$ cat config.mk
export PLATFORM = sky130hd
export DESIGN_NAME = noc_output_arbiter
export DESIGN_NICKNAME = d
export VERILOG_FILES = /design/src/rtl/noc_pkg.sv /design/src/rtl/noc_output_arbiter_rr_pick.sv /design/src/rtl/noc_output_arbiter.sv
export SDC_FILE = /design/constraint.sdc
export NUM_CORES = 1
export LEC_CHECK = 0
export ABC_AREA = 1
export CORE_ASPECT_RATIO = 0.5
export CORE_MARGIN = 2
export CORE_UTILIZATION = 25
export DETAILED_ROUTE_END_ITERATION = 16
export GPL_TIMING_DRIVEN = 0
export MAX_ROUTING_LAYER = met4
export PLACE_DENSITY = 0.49
export SLEW_MARGIN = 20
export SYNTH_ARGS = -nofsm -noshare
export SYNTH_HDL_FRONTEND = slang
export SYNTH_SLANG_ARGS = --single-unit
$ cat constraint.sdc
create_clock -name clk -period 7.4 [get_ports clk]
set_input_delay 1.85 -clock clk [delete_from_list [all_inputs] [get_ports clk]]
set_output_delay 1.85 -clock clk [all_outputs]
set_load 0.02 [all_outputs]
$ cat src/rtl/noc_pkg.sv
// Shared NoC router definitions: flit type encoding, input port indices and
// the output arbiter state type.
// Imported by noc_output_arbiter, rr_pick and any allocator that needs them.
package noc_pkg;

  // Flit type field as decoded by the LBDR units (one-hot).
  localparam logic [2:0] FLIT_HEADER  = 3'b001;
  localparam logic [2:0] FLIT_PAYLOAD = 3'b010;
  localparam logic [2:0] FLIT_TAIL    = 3'b100;

  // Requesting input indices.
  localparam int P_L = 0;
  localparam int P_N = 1;
  localparam int P_E = 2;
  localparam int P_W = 3;
  localparam int P_S = 4;

  // Width of a binary input index (crossbar select, round-robin pointer).
  localparam int IDX_W = 3;

  typedef enum logic {
    ARB_IDLE = 1'b0,
    ARB_BUSY = 1'b1
  } arb_state_e;

endpackage

$ cat src/rtl/noc_output_arbiter_rr_pick.sv
// rr_pick: combinational round-robin winner select.
// Ports: req_i (request vector), ptr_i (highest-priority index) ->
//        win_oh_o (one-hot winner), win_idx_o (binary winner), win_vld_o (any request).
module rr_pick
  import noc_pkg::*;
#(
  parameter int NIN = 5
) (
  input  logic [NIN-1:0]   req_i,
  input  logic [IDX_W-1:0] ptr_i,
  output logic [NIN-1:0]   win_oh_o,
  output logic [IDX_W-1:0] win_idx_o,
  output logic             win_vld_o
);

  // Scan NIN positions starting at ptr_i, wrapping once; the first set
  // request wins. ptr_i is always < NIN, so one subtraction wraps.
  always_comb begin
    int idx;
    win_oh_o  = '0;
    win_idx_o = '0;
    win_vld_o = 1'b0;
    idx       = 0;
    for (int off = 0; off < NIN; off++) begin
      idx = int'(ptr_i) + off;
      if (idx >= NIN) idx = idx - NIN;
      if (!win_vld_o && req_i[idx]) begin
        win_vld_o     = 1'b1;
        win_oh_o[idx] = 1'b1;
        win_idx_o     = IDX_W'(idx);
      end
    end
  end

endmodule

$ cat src/rtl/noc_output_arbiter.sv
// noc_output_arbiter: per-output switch allocator with packet-long round-robin
// grant and credit-based flow control toward the downstream input buffer.
// Ports: clk/rst (sync, active-high); req, in_valid, flit_id from the inputs;
//        credit_in from downstream; grant/xbar_sel (registered), rd_en/valid_out
//        (combinational pop), credit_err (sticky overflow flag).
module noc_output_arbiter
  import noc_pkg::*;
#(
  parameter int DEPTH = 4,
  parameter int NIN   = 5
) (
  input  logic             clk,
  input  logic             rst,
  input  logic [NIN-1:0]   req,
  input  logic [NIN-1:0]   in_valid,
  input  logic [3*NIN-1:0] flit_id,
  input  logic             credit_in,
  output logic [NIN-1:0]   grant,
  output logic [2:0]       xbar_sel,
  output logic [NIN-1:0]   rd_en,
  output logic             valid_out,
  output logic             credit_err
);

  localparam int CW = $clog2(DEPTH + 1);

  arb_state_e       state_q;
  logic [NIN-1:0]   grant_q;
  logic [IDX_W-1:0] sel_q;
  logic [IDX_W-1:0] ptr_q;
  logic [IDX_W-1:0] ptr_nxt;
  logic [CW-1:0]    cnt_q, cnt_d;
  logic             err_q, err_d;

  logic [NIN-1:0]   win_oh;
  logic [IDX_W-1:0] win_idx;
  logic             win_vld;

  logic [2:0]       head_type;
  logic             xfer;
  logic             xfer_tail;

  rr_pick #(.NIN(NIN)) u_pick (
    .req_i     (req),
    .ptr_i     (ptr_q),
    .win_oh_o  (win_oh),
    .win_idx_o (win_idx),
    .win_vld_o (win_vld)
  );

  // Flit type at the head of the granted input (grant_q is one-hot or zero).
  always_comb begin
    head_type = '0;
    for (int i = 0; i < NIN; i++) begin
      if (grant_q[i]) head_type = flit_id[3*i +: 3];
    end
  end

  assign xfer      = (state_q == ARB_BUSY) && |(grant_q & in_valid) && (cnt_q != '0);
  assign xfer_tail = xfer && (head_type == FLIT_TAIL);
  assign ptr_nxt   = (sel_q == IDX_W'(NIN - 1)) ? '0 : sel_q + IDX_W'(1);

  // A transfer and a returned credit in the same cycle cancel out. A credit
  // arriving with the counter already full is dropped and flagged.
  always_comb begin
    cnt_d = cnt_q;
    err_d = err_q;
    if (xfer && !credit_in) begin
      cnt_d = cnt_q - CW'(1);
    end else if (!xfer && credit_in) begin
      if (cnt_q == CW'(DEPTH)) err_d = 1'b1;
      else                     cnt_d = cnt_q + CW'(1);
    end
  end

  always_ff @(posedge clk) begin
    if (rst) begin
      state_q <= ARB_IDLE;
      grant_q <= '0;
      sel_q   <= '0;
      ptr_q   <= '0;
      cnt_q   <= CW'(DEPTH);
      err_q   <= 1'b0;
    end else begin
      cnt_q <= cnt_d;
      err_q <= err_d;
      case (state_q)
        ARB_IDLE: begin
          if (win_vld) begin
            state_q <= ARB_BUSY;
            grant_q <= win_oh;
            sel_q   <= win_idx;
          end
        end
        ARB_BUSY: begin
          // Ownership ends only when the TAIL flit actually crosses.
          if (xfer_tail) begin
            state_q <= ARB_IDLE;
            grant_q <= '0;
            sel_q   <= '0;
            ptr_q   <= ptr_nxt;
          end
        end
        default: begin
          state_q <= ARB_IDLE;
          grant_q <= '0;
          sel_q   <= '0;
        end
      endcase
    end
  end

  assign grant      = grant_q;
  assign xbar_sel   = 3'(sel_q);
  assign rd_en      = xfer ? grant_q : '0;
  assign valid_out  = xfer;
  assign credit_err = err_q;

endmodule

# Yosys cells after proc, flatten, opt, wreduce, memory -nomap -nowiden
# Index checks and enable logic that the tools add are counted.
# classes
addsub	12
order_cmp	15
eq_ne	6
muxes	64
bitwise_logic	7
n_reduce_logical	27
# op_table
cell	count
>= comparator 32 x 1 -> 1 bit, second input constant	5
< comparator 32 x 5 -> 1 bit, second input constant	5
two-way mux 32 bit	5
>= comparator 32 x 4 -> 1 bit, second input constant	4
subtractor 32 x 4 -> 32 bit, second input constant	4
two-way mux 3 bit	16
two-way mux 5 bit	8
two-way mux 1 bit	22
bitwise OR 5 bit	4
binary-select mux 1 bit (select 3 bit)	5
demux 1 bit (select 3 bit)	5
logical AND 1 bit	14
one-hot mux 5 bit (2 select lines)	1
equality test 3 bit, second input constant	3
adder 3 x 2 -> 4 bit, second input constant	2
adder 3 x 1 -> 3 bit, second input constant	2
zero test 1 bit	6
one-hot mux 3 bit (2 select lines)	1
AND reduction 2 bit	3
AND 5 bit	1
OR reduction 5 bit	1
adder 3 x 1 -> 4 bit, second input constant	1
adder 3 x 3 -> 4 bit, second input constant	1
!= test 2 x 1 -> 1 bit, second input constant	2
9 further kinds	10
# totals
reg_bits	16
inputBits	28
output_inout_bits	15
elab_cells	137

# Logic depth before layout (Yosys ltp)
# depth
word_depth	20
ltp_mapped	21
mapped_depth_nobuf	20

# By module
# A second synthesis with hierarchy kept.
# hier_totals
cells_unflattened	425
hier_area_um2	2448.6
# by_module_without_submodules
module	instances	cells_per_inst	area_per_inst_um2	seq_area_each_um2
rr_pick	1	275	1421.4	0.0
noc_output_arbiter	1	150	1027.2	320.3

# Least setup slack after synthesis
# No wires, ideal clock.
# synth_path
path_kind	input-to-output
from	input port in_valid[0]
to	output port valid_out
t_arrival_ns	2.636
required_ns	5.550
setup_slack_ns	2.914
cell_stages	5
n_path_buf	0
path_cell_list	a22o_1 -> a221oi_1 -> nand2_1 -> nand2_1 -> inv_1
# synth_between
elab_chain_cells	4
# synth_rtl
element	line_no	rtl
start: declaration	noc_output_arbiter.sv:15	input logic [NIN-1:0] in_valid,
AND 5 bit	noc_output_arbiter.sv:59	assign xfer = (state_q == ARB_BUSY) && |(grant_q & in_valid) && (cnt_q != '0);
OR reduction 5 bit	noc_output_arbiter.sv:59	
logical AND 1 bit (2 in series)	noc_output_arbiter.sv:59	
end: declaration	noc_output_arbiter.sv:21	output logic valid_out,
# No other way between the ends.

# Worst setup path in the final report
# Ends and elaborated chain as after synthesis.

==> impl_results.html <==
<table>
<tr><th>Metric</th><th>Value</th></tr>
<tr><th colspan="2">Run status</th></tr>
<tr><td>Result of the run</td><td>finished clean</td></tr>
<tr><th colspan="2">Pwr</th></tr>
<tr><td>Worst IR drop on VDD</td><td>roughly 61 uV</td></tr>
<tr><td>Power Density</td><td>about 95 mW/mm^2</td></tr>
<tr><td>Reported leakage power</td><td>approximately 0.0015 uW</td></tr>
<tr><th colspan="2">STA</th></tr>
<tr><td>Portion of the clock cycle consumed by the worst path in the final layout</td><td>74.6%</td></tr>
<tr><td>Clock tree skew after final layout</td><td>0.00136 ns</td></tr>
<tr><td>Number of failing setup endpoints in the final timing report</td><td>0</td></tr>
<tr><td>Total negative slack for setup checks</td><td>0 ns</td></tr>
<tr><td>Number of max-slew violations in the final report</td><td>0</td></tr>
<tr><td>Worst hold slack</td><td>around 0.45 ns</td></tr>
<tr><td>Final-report hold violation count</td><td>0</td></tr>
<tr><td>Max Freq</td><td>roughly 0.18 GHz</td></tr>
<tr><td>Max-slew headroom at the worst pin</td><td>approximately 64%</td></tr>
<tr><td>Slew at the pin with the worst max-slew slack</td><td>0.530 ns</td></tr>
<tr><td>RSZ-0062 raised after global routing</td><td>no</td></tr>
<tr><td>Final critical delay including setup and external delays</td><td>5.52 ns</td></tr>
<tr><th colspan="2">Floorplan</th></tr>
<tr><td>Top-Level Pins</td><td>43</td></tr>
<tr><td>Floorplan die area</td><td>0.0112 mm^2</td></tr>
<tr><td>Initial standard-cell utilization of the core</td><td>between 20% and 30%</td></tr>
<tr><td>Std cell rows</td><td>26</td></tr>
<tr><td>Die height</td><td>75.7 um</td></tr>
<tr><td>Die width</td><td>approximately 150 um</td></tr>
<tr><td>Area of the core</td><td>between 0.01 and 0.015 mm^2</td></tr>
<tr><th colspan="2">Clock tree</th></tr>
<tr><td>Clk_lat worst skew</td><td>0.25 ns</td></tr>
<tr><td>TritonCTS clock tree</td><td>built</td></tr>
<tr><td>Clock slew at the register clock pins of the worst setup and hold paths</td><td>about 0.050 ns</td></tr>
<tr><td>Post-cts resize count</td><td>0</td></tr>
<tr><td>Total CTS buffers</td><td>3</td></tr>
<tr><td>H-tree levels</td><td>1</td></tr>
<tr><td>CTS max path bufs</td><td>2</td></tr>
<tr><td>Number of buffers inserted for hold repair after clock tree synthesis</td><td>0</td></tr>
<tr><td>Post CTS Setup Buffer Count</td><td>0</td></tr>
<tr><td>Clock root cell</td><td>sky130_fd_sc_hd__clkbuf_16</td></tr>
<tr><td>Sink count of the clock tree</td><td>16</td></tr>
<tr><th colspan="2">Placement</th></tr>
<tr><td>DPL Wire Length</td><td>approximately 6.3 mm</td></tr>
<tr><td>PortBufs</td><td>42</td></tr>
<tr><td>Final weighted congestion in routability-driven placement</td><td>0.867</td></tr>
<tr><td>Placed Area</td><td>0.00317 mm^2</td></tr>
<tr><td># placed instances</td><td>620</td></tr>
<tr><th colspan="2">Synth</th></tr>
<tr><td>Count of flip-flops with a built-in enable after synthesis</td><td>0</td></tr>
<tr><td>Number of nets in the synthesized netlist</td><td>492</td></tr>
<tr><td>Cell area after synthesis</td><td>roughly 0.0026 mm^2</td></tr>
<tr><td>Synth Area in Compound Gates</td><td>12.2%</td></tr>
<tr><td>Synth warn</td><td>0</td></tr>
<tr><td>Fraction of the yosys area taken by sequential cells</td><td>roughly 12%</td></tr>
<tr><td>Dominant combinational cell family by area after synthesis</td><td>simple AND/OR/NAND/NOR gates</td></tr>
<tr><td>Proportion of synthesized flip-flops having asynchronous set or reset</td><td>0%</td></tr>
<tr><td>Synth Area in Simple Gates</td><td>between 40% and 50%</td></tr>
<tr><td>Post-synthesis share of cell area spent on xor and xnor gates</td><td>1.31%</td></tr>
<tr><td>Post-Synthesis Mean Instance Area</td><td>roughly 5.9 um^2</td></tr>
<tr><td>Multiplexer area fraction after synthesis</td><td>0%</td></tr>
<tr><td>Count of cell types in the netlist</td><td>40</td></tr>
<tr><td>Synthesized-area fraction occupied by adder cells</td><td>approximately an eighth</td></tr>
<tr><td>Post-synthesis cell count</td><td>438</td></tr>
<tr><td>FF+latch count, synth</td><td>16</td></tr>
<tr><td>Most used flip-flop cell after synthesis</td><td>sky130_fd_sc_hd__dfxtp_1</td></tr>
<tr><th colspan="2">Setup path</th></tr>
<tr><td>Slack of the worst reg-to-reg path</td><td>approximately 4.0 ns</td></tr>
<tr><td>Launch point of the worst reg-to-reg path</td><td>ptr_q[1]$_SDFFE_PP0P_</td></tr>
<tr><td>Critical path launch point type</td><td>primary input</td></tr>
<tr><td>Endpoint of the worst-slack reg-to-reg timing path</td><td>grant[4]$_SDFFE_PP0P_</td></tr>
<tr><td>Reg2reg path depth</td><td>17</td></tr>
<tr><td>Element type at the critical path end</td><td>primary output</td></tr>
<tr><td>Peak fanout along the critical path</td><td>8</td></tr>
<tr><td>Category of the most critical setup path</td><td>primary input to primary output</td></tr>
<tr><td>Critical path data arrival time</td><td>3.67 ns</td></tr>
<tr><td>CP Data Required Time</td><td>approximately 5.6 ns</td></tr>
<tr><th colspan="2">Routing</th></tr>
<tr><td>TritonRoute pass-1 iters</td><td>4</td></tr>
<tr><td>Number of nets still failing antenna checks after routing</td><td>0</td></tr>
<tr><td>Drt initial violations</td><td>~230</td></tr>
<tr><td>Wire per inst</td><td>12.5 um</td></tr>
<tr><td>Post-detailed-routing wire length</td><td>between 7 and 8 mm</td></tr>
<tr><td>Overall via count from detail_route</td><td>between 2000 and 3000</td></tr>
<tr><td>Via density per instance</td><td>between 4 and 5</td></tr>
<tr><td>Post-route DRC violation count</td><td>0</td></tr>
<tr><th colspan="2">Final layout</th></tr>
<tr><td>Number of inserted filler cells in the final layout</td><td>approximately 1100</td></tr>
<tr><td>Final Net Count</td><td>~540</td></tr>
<tr><td>Synthesis-to-finish area growth</td><td>26.1%</td></tr>
<tr><td>Antenna cells</td><td>0</td></tr>
<tr><td>Combined area of the multi-input logic cells</td><td>between 0.0015 and 0.002 mm^2</td></tr>
<tr><td>Non-filler cells in the finished layout</td><td>around 620</td></tr>
<tr><td>Combined flip-flop and latch cell area</td><td>~320 um^2</td></tr>
<tr><td>Fraction of layout cells with a size suffix above 1</td><td>a little under a tenth</td></tr>
<tr><td>Finished Cell Area</td><td>between 0.003 and 0.004 mm^2</td></tr>
<tr><th colspan="2">Worst hold path</th></tr>
<tr><td>Classification of the worst-slack hold path</td><td>register to register</td></tr>
<tr><td>Terminating pin of the worst hold path</td><td>credit_err$_SDFFE_PP0P_</td></tr>
<tr><td>Worst min-delay path startpoint</td><td>credit_err$_SDFFE_PP0P_</td></tr>
<tr><td>Hold Path Cell Cnt</td><td>2</td></tr>
<tr><th colspan="2">Global route</th></tr>
<tr><td>Maximum number of pins on one net before global-route repair</td><td>13</td></tr>
<tr><td>Number of antenna violations at the first check in global routing</td><td>0</td></tr>
<tr><td>GR Util All Layers</td><td>between 10% and 20%</td></tr>
<tr><td>Remaining global-route overflow</td><td>0</td></tr>
<tr><td>Global-route wire length before repair</td><td>approximately 13 mm</td></tr>
<tr><td>Via count of the first global-routing pass</td><td>approximately 2700</td></tr>
<tr><th colspan="2">Job</th></tr>
<tr><td>Number of max-capacitance violations reported</td><td>0</td></tr>
</table>
worst max-delay path, stage by stage:
cell                              delay [ns]
sky130_fd_sc_hd__clkdlybuf4s50_1        0.39
sky130_fd_sc_hd__a22o_1                 0.24
sky130_fd_sc_hd__a221oi_1               0.20
sky130_fd_sc_hd__nand2_1                0.08
sky130_fd_sc_hd__nand2_1                0.24
sky130_fd_sc_hd__inv_1                  0.11
sky130_fd_sc_hd__clkdlybuf4s50_1        0.56
synthesized netlist by cell type, types with 2 or more instances:
library cell / n / area share (%)
sky130_fd_sc_hd__nand3_1: 62 / 12
sky130_fd_sc_hd__nor3_1: 7 / 1.4
sky130_fd_sc_hd__nor4_1: 3 / 0.73
sky130_fd_sc_hd__buf_6: 4 / 1.7
sky130_fd_sc_hd__nand3_2: 2 / 0.78
sky130_fd_sc_hd__nand2_1: 108 / 16
sky130_fd_sc_hd__a21oi_1: 21 / 4.1
sky130_fd_sc_hd__inv_1: 52 / 7.6
sky130_fd_sc_hd__nor2_4: 2 / 0.87
sky130_fd_sc_hd__dfxtp_1: 16 / 12
sky130_fd_sc_hd__o21ai_0: 15 / 2.9
sky130_fd_sc_hd__fa_1: 2 / 1.6
sky130_fd_sc_hd__nand4_1: 18 / 4.4
sky130_fd_sc_hd__o21bai_1: 2 / 0.58
sky130_fd_sc_hd__ha_1: 24 / 12
sky130_fd_sc_hd__inv_2: 3 / 0.44
sky130_fd_sc_hd__nand2_4: 2 / 0.87
sky130_fd_sc_hd__inv_4: 2 / 0.49
sky130_fd_sc_hd__nand2_2: 9 / 2.2
sky130_fd_sc_hd__o31ai_1: 3 / 0.87
sky130_fd_sc_hd__o21ai_2: 4 / 1.4
sky130_fd_sc_hd__nor2_2: 7 / 1.7
sky130_fd_sc_hd__nor2_1: 52 / 7.6
sky130_fd_sc_hd__xor2_1: 2 / 0.68
cell families (layout without fill, tap and decap cells):
kind of cell               Yosys count  after routing
AOI/OAI and AO/OA                   52             52
xor gates and xnor gates             3              3
adders and majority gates           26             26
buffers and inverters               65            110
DFF                                 16             16
and+or+nand+nor                    276            276
report_power, final:
part	internal [uW]	switching [uW]	leakage, uW
logic	43.4	59.8	0.00133
clock network	71.0	33.8	0.0000370
registers	93.0	5.64	0.000131
state kept, by name, summed over array words and instances (netlist names):
name and count:
state_q 1, grant 5, ptr_q 3, xbar_sel 3
credit_err 1, cnt_q 3
metrics by stage:
step / util [%] / setup WS [ns] / power (uW)
after floorplan: - / 2.91 / 162
after global placement: 31.3 / 1.83 / 204
after detailed placement: 31.3 / 1.84 / 203
after CTS: 32.1 / 1.83 / 309
after global routing: 32.1 / 1.73 / 328
final: 32.1 / 1.88 / 307
per-layer routing:
metal	up-vias	global-route usage (%)	share of wire [%]
met4	0	2.88	1.6
met1	1293	19.7	53
met3	14	1.14	2.8
met2	65	25.3	43
met5	-	-	0
li1	1537	-	-
area by class of cell:
| class | instances | share of cell area, % |
|---|---|---|
| tap | 140 | 5.40 |
| multi-input combinational | 357 | 60.7 |
| timing repair buffer | 42 | 13.0 |
| clock buffer | 3 | 2.31 |
| inverter | 57 | 6.75 |
| sequential | 16 | 9.87 |
| buffer | 8 | 2.04 |
how the worst max path moves through the flow:
stage / from / to
final: in_valid[0] / valid_out
after floorplan: in_valid[0] / valid_out
after CTS: in_valid[0] / valid_out
after detailed placement: in_valid[0] / valid_out
after global routing: in_valid[0] / valid_out
after global placement: in_valid[0] / valid_out
layout by cell type, fill, tap and decap left out, types with 9 or more instances in the layout:
| cell type | instances |
|---|---|
| sky130_fd_sc_hd__nand2_2 | 9 |
| sky130_fd_sc_hd__inv_1 | 52 |
| sky130_fd_sc_hd__a21oi_1 | 21 |
| sky130_fd_sc_hd__nand4_1 | 18 |
| sky130_fd_sc_hd__nand3_1 | 62 |
| sky130_fd_sc_hd__ha_1 | 24 |
| sky130_fd_sc_hd__nor2_1 | 52 |
| sky130_fd_sc_hd__nand2_1 | 108 |
| sky130_fd_sc_hd__o21ai_0 | 15 |
| sky130_fd_sc_hd__clkdlybuf4s50_1 | 42 |
| sky130_fd_sc_hd__dfxtp_1 | 16 |
(Power assumes the default switching activity.)
==> edit 1, RTL diff (same flow settings) <==
Set the parameter `DEPTH` to 2 (it was 4).
--- a/src/rtl/noc_output_arbiter.sv
+++ b/src/rtl/noc_output_arbiter.sv
@@ -6,7 +6,7 @@
 module noc_output_arbiter
   import noc_pkg::*;
 #(
-  parameter int DEPTH = 4,
+  parameter int DEPTH = 2,
   parameter int NIN   = 5
 ) (
   input  logic             clk,
Check against the original RTL: not equivalent (a bounded check fails within 4 cycles, from zero or initial values and one cycle with rst high).
==> edit 1 against the unedited design <==
  * Count of clock-buffer cells in the layout up 1
  * Clock skew about the same
  * Area after synthesis is 6.0% lower
  * Sequential cell count is 1 lower
  * Total power increased by 2.0%
  * Routed wire length is 6.0% lower
  * Final area down 4.8%
  * Setup slack improved by 93 ps
==> edit 1: results (changes against the unedited design) <==
critical_path:
  r2r_setup_slack_ps: 3970  # -30 ps
  rr_worst_depth: 19  # +2
  r2r_end: "xbar_sel[0]"
  cp-startpoint: "in_valid[1]"
  arrival_ps: 3580  # -90 ps
  cp-endpoint: "rd_en[4]"
  critPathMaxStageDelay_ps: 630  # +70 ps
  worstPathMaxFanout: 7  # -1
placement:
  dp_cells: 597  # -3.7%
  place.gp.congestion: 0.890  # +2.6%
  place_ws_ps: 1910  # +73.1 ps
  dp_hpwl_um: 6020  # -4.7%
  post_dp_cell_area_mm2: 0.00301  # -5.1%
  port_buffers: 42  # unchanged
synth:
  synth_common_cells: "nand2_1, nand3_1, inv_1"
  syn_inst: 420  # -4.1%
  syn-num-nets: 474  # -3.7%
  synth-xor-area-share_pct: 0.672  # -0.64 points
  synthAdderAreaFrac_pct: 13.8  # +0.53 points
  synth-compound-area-share_pct: 13.1  # +0.93 points
  synthDistinctLibCells: 32  # -20%
  seq_area_frac_synth_pct: 12.4  # -0.036 points
min_path:
  min_from: "credit_err"
route:
  totalWireLength_um: 7320  # -6.0%
  wl_per_cell_um: 12.2  # -2.5%
  drtIter0Drc: 162  # -30%
finish:
  drive_gt1_share_pct: 9.01  # -0.30 points
  final_nets: 521  # -3.3%
  seqCellArea_um2: 300  # -6.2%
  fillCellCount: 1057  # -7.0%
power_and_ir_drop:
  comb_cell_power_uw: 116  # +13%
  ir_drop_uv: 101  # +65%
  clockPowerShare_pct: 33.2  # -1.0 points
  leakage_nw: 1.43  # -4.4%
  power.switching_uw: 106  # +6.9%
  internal_power_uw: 207  # -0.35%
timing:
  hold_ws_ps: 452  # -1.27 ps
  finalCritPeriodShare_pct: 73.3  # -1.3 points
grt:
  grt_max_degree: 12  # -1
  grt_pass1_wl_um: 12100  # -7.6%
  grtUsageTotal_pct: 14.6  # -0.21 points
outcome:
  status: "complete, no violations"
[edit 1: cell types whose count changed after synthesis, moves of 3 or more]
| cell | unedited run | this run |
|---|---|---|
| o21ai_1 | 1 | 7 |
| nand4_1 | 18 | 12 |
| nand2_1 | 108 | 105 |
| nor4_1 | 3 | 0 |
| buf_6 | 4 | 0 |
| nor2_1 | 52 | 46 |
| nor3_1 | 7 | 4 |
| a21oi_1 | 21 | 25 |
| nand3_2 | 2 | 9 |
| inv_2 | 3 | 7 |
| nor2_2 | 7 | 4 |
[edit 1: area by class of cell]
| type | count | area share, % |
|---|---|---|
| Buffer | 4 | 0.648 |
| Clock buffer | 4 | 2.55 |
| Inverter | 58 | 7.05 |
| Multi-Input combinational cell | 343 | 60.9 |
| Sequential cell | 15 | 9.72 |
| Tap cell | 135 | 5.47 |
| Timing Repair Buffer | 42 | 13.6 |
[edit 1: metal layers]
layer	track usage, %	wire [um]	share of wire, %
met1	21.3	3970	54
met2	22.6	3040	42
met3	0.913	262	3.6
met4	2.09	46	0.63
met5	-	0	0
==> edit 2, RTL diff (config.mk and constraints unchanged) <==
Made on the original files. Put one more register stage on the output `credit_err`, cleared by the reset. The value now appears one clock later. The other outputs are not delayed to match. Comments in the files are not updated.
--- a/src/rtl/noc_output_arbiter.sv
+++ b/src/rtl/noc_output_arbiter.sv
@@ -114,7 +114,13 @@
   assign xbar_sel   = 3'(sel_q);
   assign rd_en      = xfer ? grant_q : '0;
   assign valid_out  = xfer;
-  assign credit_err = err_q;
+  always_ff @(posedge clk) begin
+    if (rst) begin
+      credit_err <= '0;
+    end else begin
+      credit_err <= err_q;
+    end
+  end
 
 endmodule
 
Function: changed (Yosys sat finds a counterexample within 4 cycles, from zero or initial values and one cycle with rst high).
==> edit 2 against the unedited design <==
  * Register-to-register slack got worse by 60 ps
  * Synthesized cell count up 3.4%
  * Area after synthesis grew 0.49%
  * Highest routed layer unchanged
  * Total power is 14% higher
  * Global-route usage up 0.82 points
  * Setup slack better by 85 ps
  * Final area is 0.50% higher
  * Via count is 1.7% higher
  * First-iteration DRC count shrank 40%
  * Routed wire length up 5.0%
  * Clock skew is 0.76 ps higher
  * Sequential cell count is 1 higher
  * Worst hold slack got worse by 15 ps
  * Critical path type unchanged
  * Largest power group is now combinational cells
==> edit 2: results (changes against the unedited design) <==
route:
  drtIter0Drc: 138  # -40%
  totalWireLength_um: 8170  # +5.0%
  viasPerCell: 4.63  # -0.86%
critical_path:
  r2r_setup_slack_ps: 3940  # -60 ps
  rr_worst_depth: 16  # -1
  critPathMaxStageDelay_ps: 640  # +80 ps
  r2r_end: "grant[1]"
  worstPathMaxFanout: 7  # -1
finish:
  layout.comb_gates.multi_input: 365  # +2.2%
  multi_input_area_share_pct: 59.9  # -0.80 points
  utilization_pct: 32.1  # +0.057 points
  fillCellCount: 1201  # +5.7%
  clk_share_pct: 2.42  # +0.10 points
  sh_seq_area_pct: 10.4  # +0.56 points
  fin_cells: 639  # +2.6%
  nClkBuffers: 4  # +1
  drive_gt1_share_pct: 7.21  # -2.1 points
grt:
  grtUsageTotal_pct: 15.6  # +0.82 points
  grt_pass1_wl_um: 14100  # +8.2%
  first_global_vias: 2918  # +7.5%
synth:
  synth_common_cells: "nand2_1, nand3_1, inv_1"
  seq_area_frac_synth_pct: 13.2  # +0.71 points
  synthDistinctLibCells: 33  # -18%
  synth_area_leaders: "nand2_1, nand3_1, dfxtp_1"
  syn_area_mm2: 0.00259  # +0.49%
  ys_ff_latch: 17  # +1
  syn_area_per_cell_um2: 5.71  # -2.8%
  syn-num-nets: 507  # +3.0%
timing:
  max_slew_margin_pct: 71.2  # +6.9 points
  finalCritPeriodShare_pct: 73.4  # -1.1 points
  fin_skew_ps: 2.12  # +0.758 ps
min_path:
  whs_endpoint: "credit_err"
placement:
  post_dp_cell_area_mm2: 0.00318  # +0.39%
  place.gp.congestion: 0.863  # -0.46%
  place_ws_ps: 1950  # +116 ps
outcome:
  status: "complete, no violations"
power_and_ir_drop:
  clockPowerShare_pct: 30.4  # -3.8 points
  leakage_nw: 1.52  # +1.7%
  ir_drop_uv: 95.2  # +55%
  power_sequential_uw: 107  # +8%
==> edit 2: changes by cell type after synthesis, moves of 3 or more <==
cell | before | now
o21ai_2 | 4 | 1
nor3_1 | 7 | 4
nor2_1 | 52 | 45
nand4_1 | 18 | 11
inv_1 | 52 | 57
nor2_2 | 7 | 4
nand2_1 | 108 | 120
o21ai_1 | 1 | 5
nand3_1 | 62 | 84
==> edit 2: metal layers <==
metal / vias to the layer above / global-route usage, % / part of all wire, %
met5: - / - / 0
met4: 0 / 3.90 / 0.93
met3: 6 / 0.964 / 3.5
met2: 58 / 25.6 / 45
met1: 1318 / 21.1 / 50
li1: 1576 / - / -
==> edit 2: cells by family after synthesis <==
logic type      Yosys count  synth area share, %
xor+xnor                  3                 1.60
simple gates            286                 50.1
flops                    17                 13.2
compound gates           50                 10.6
buf+inv                  71                 11.4
fa+ha+maj                26                 13.2
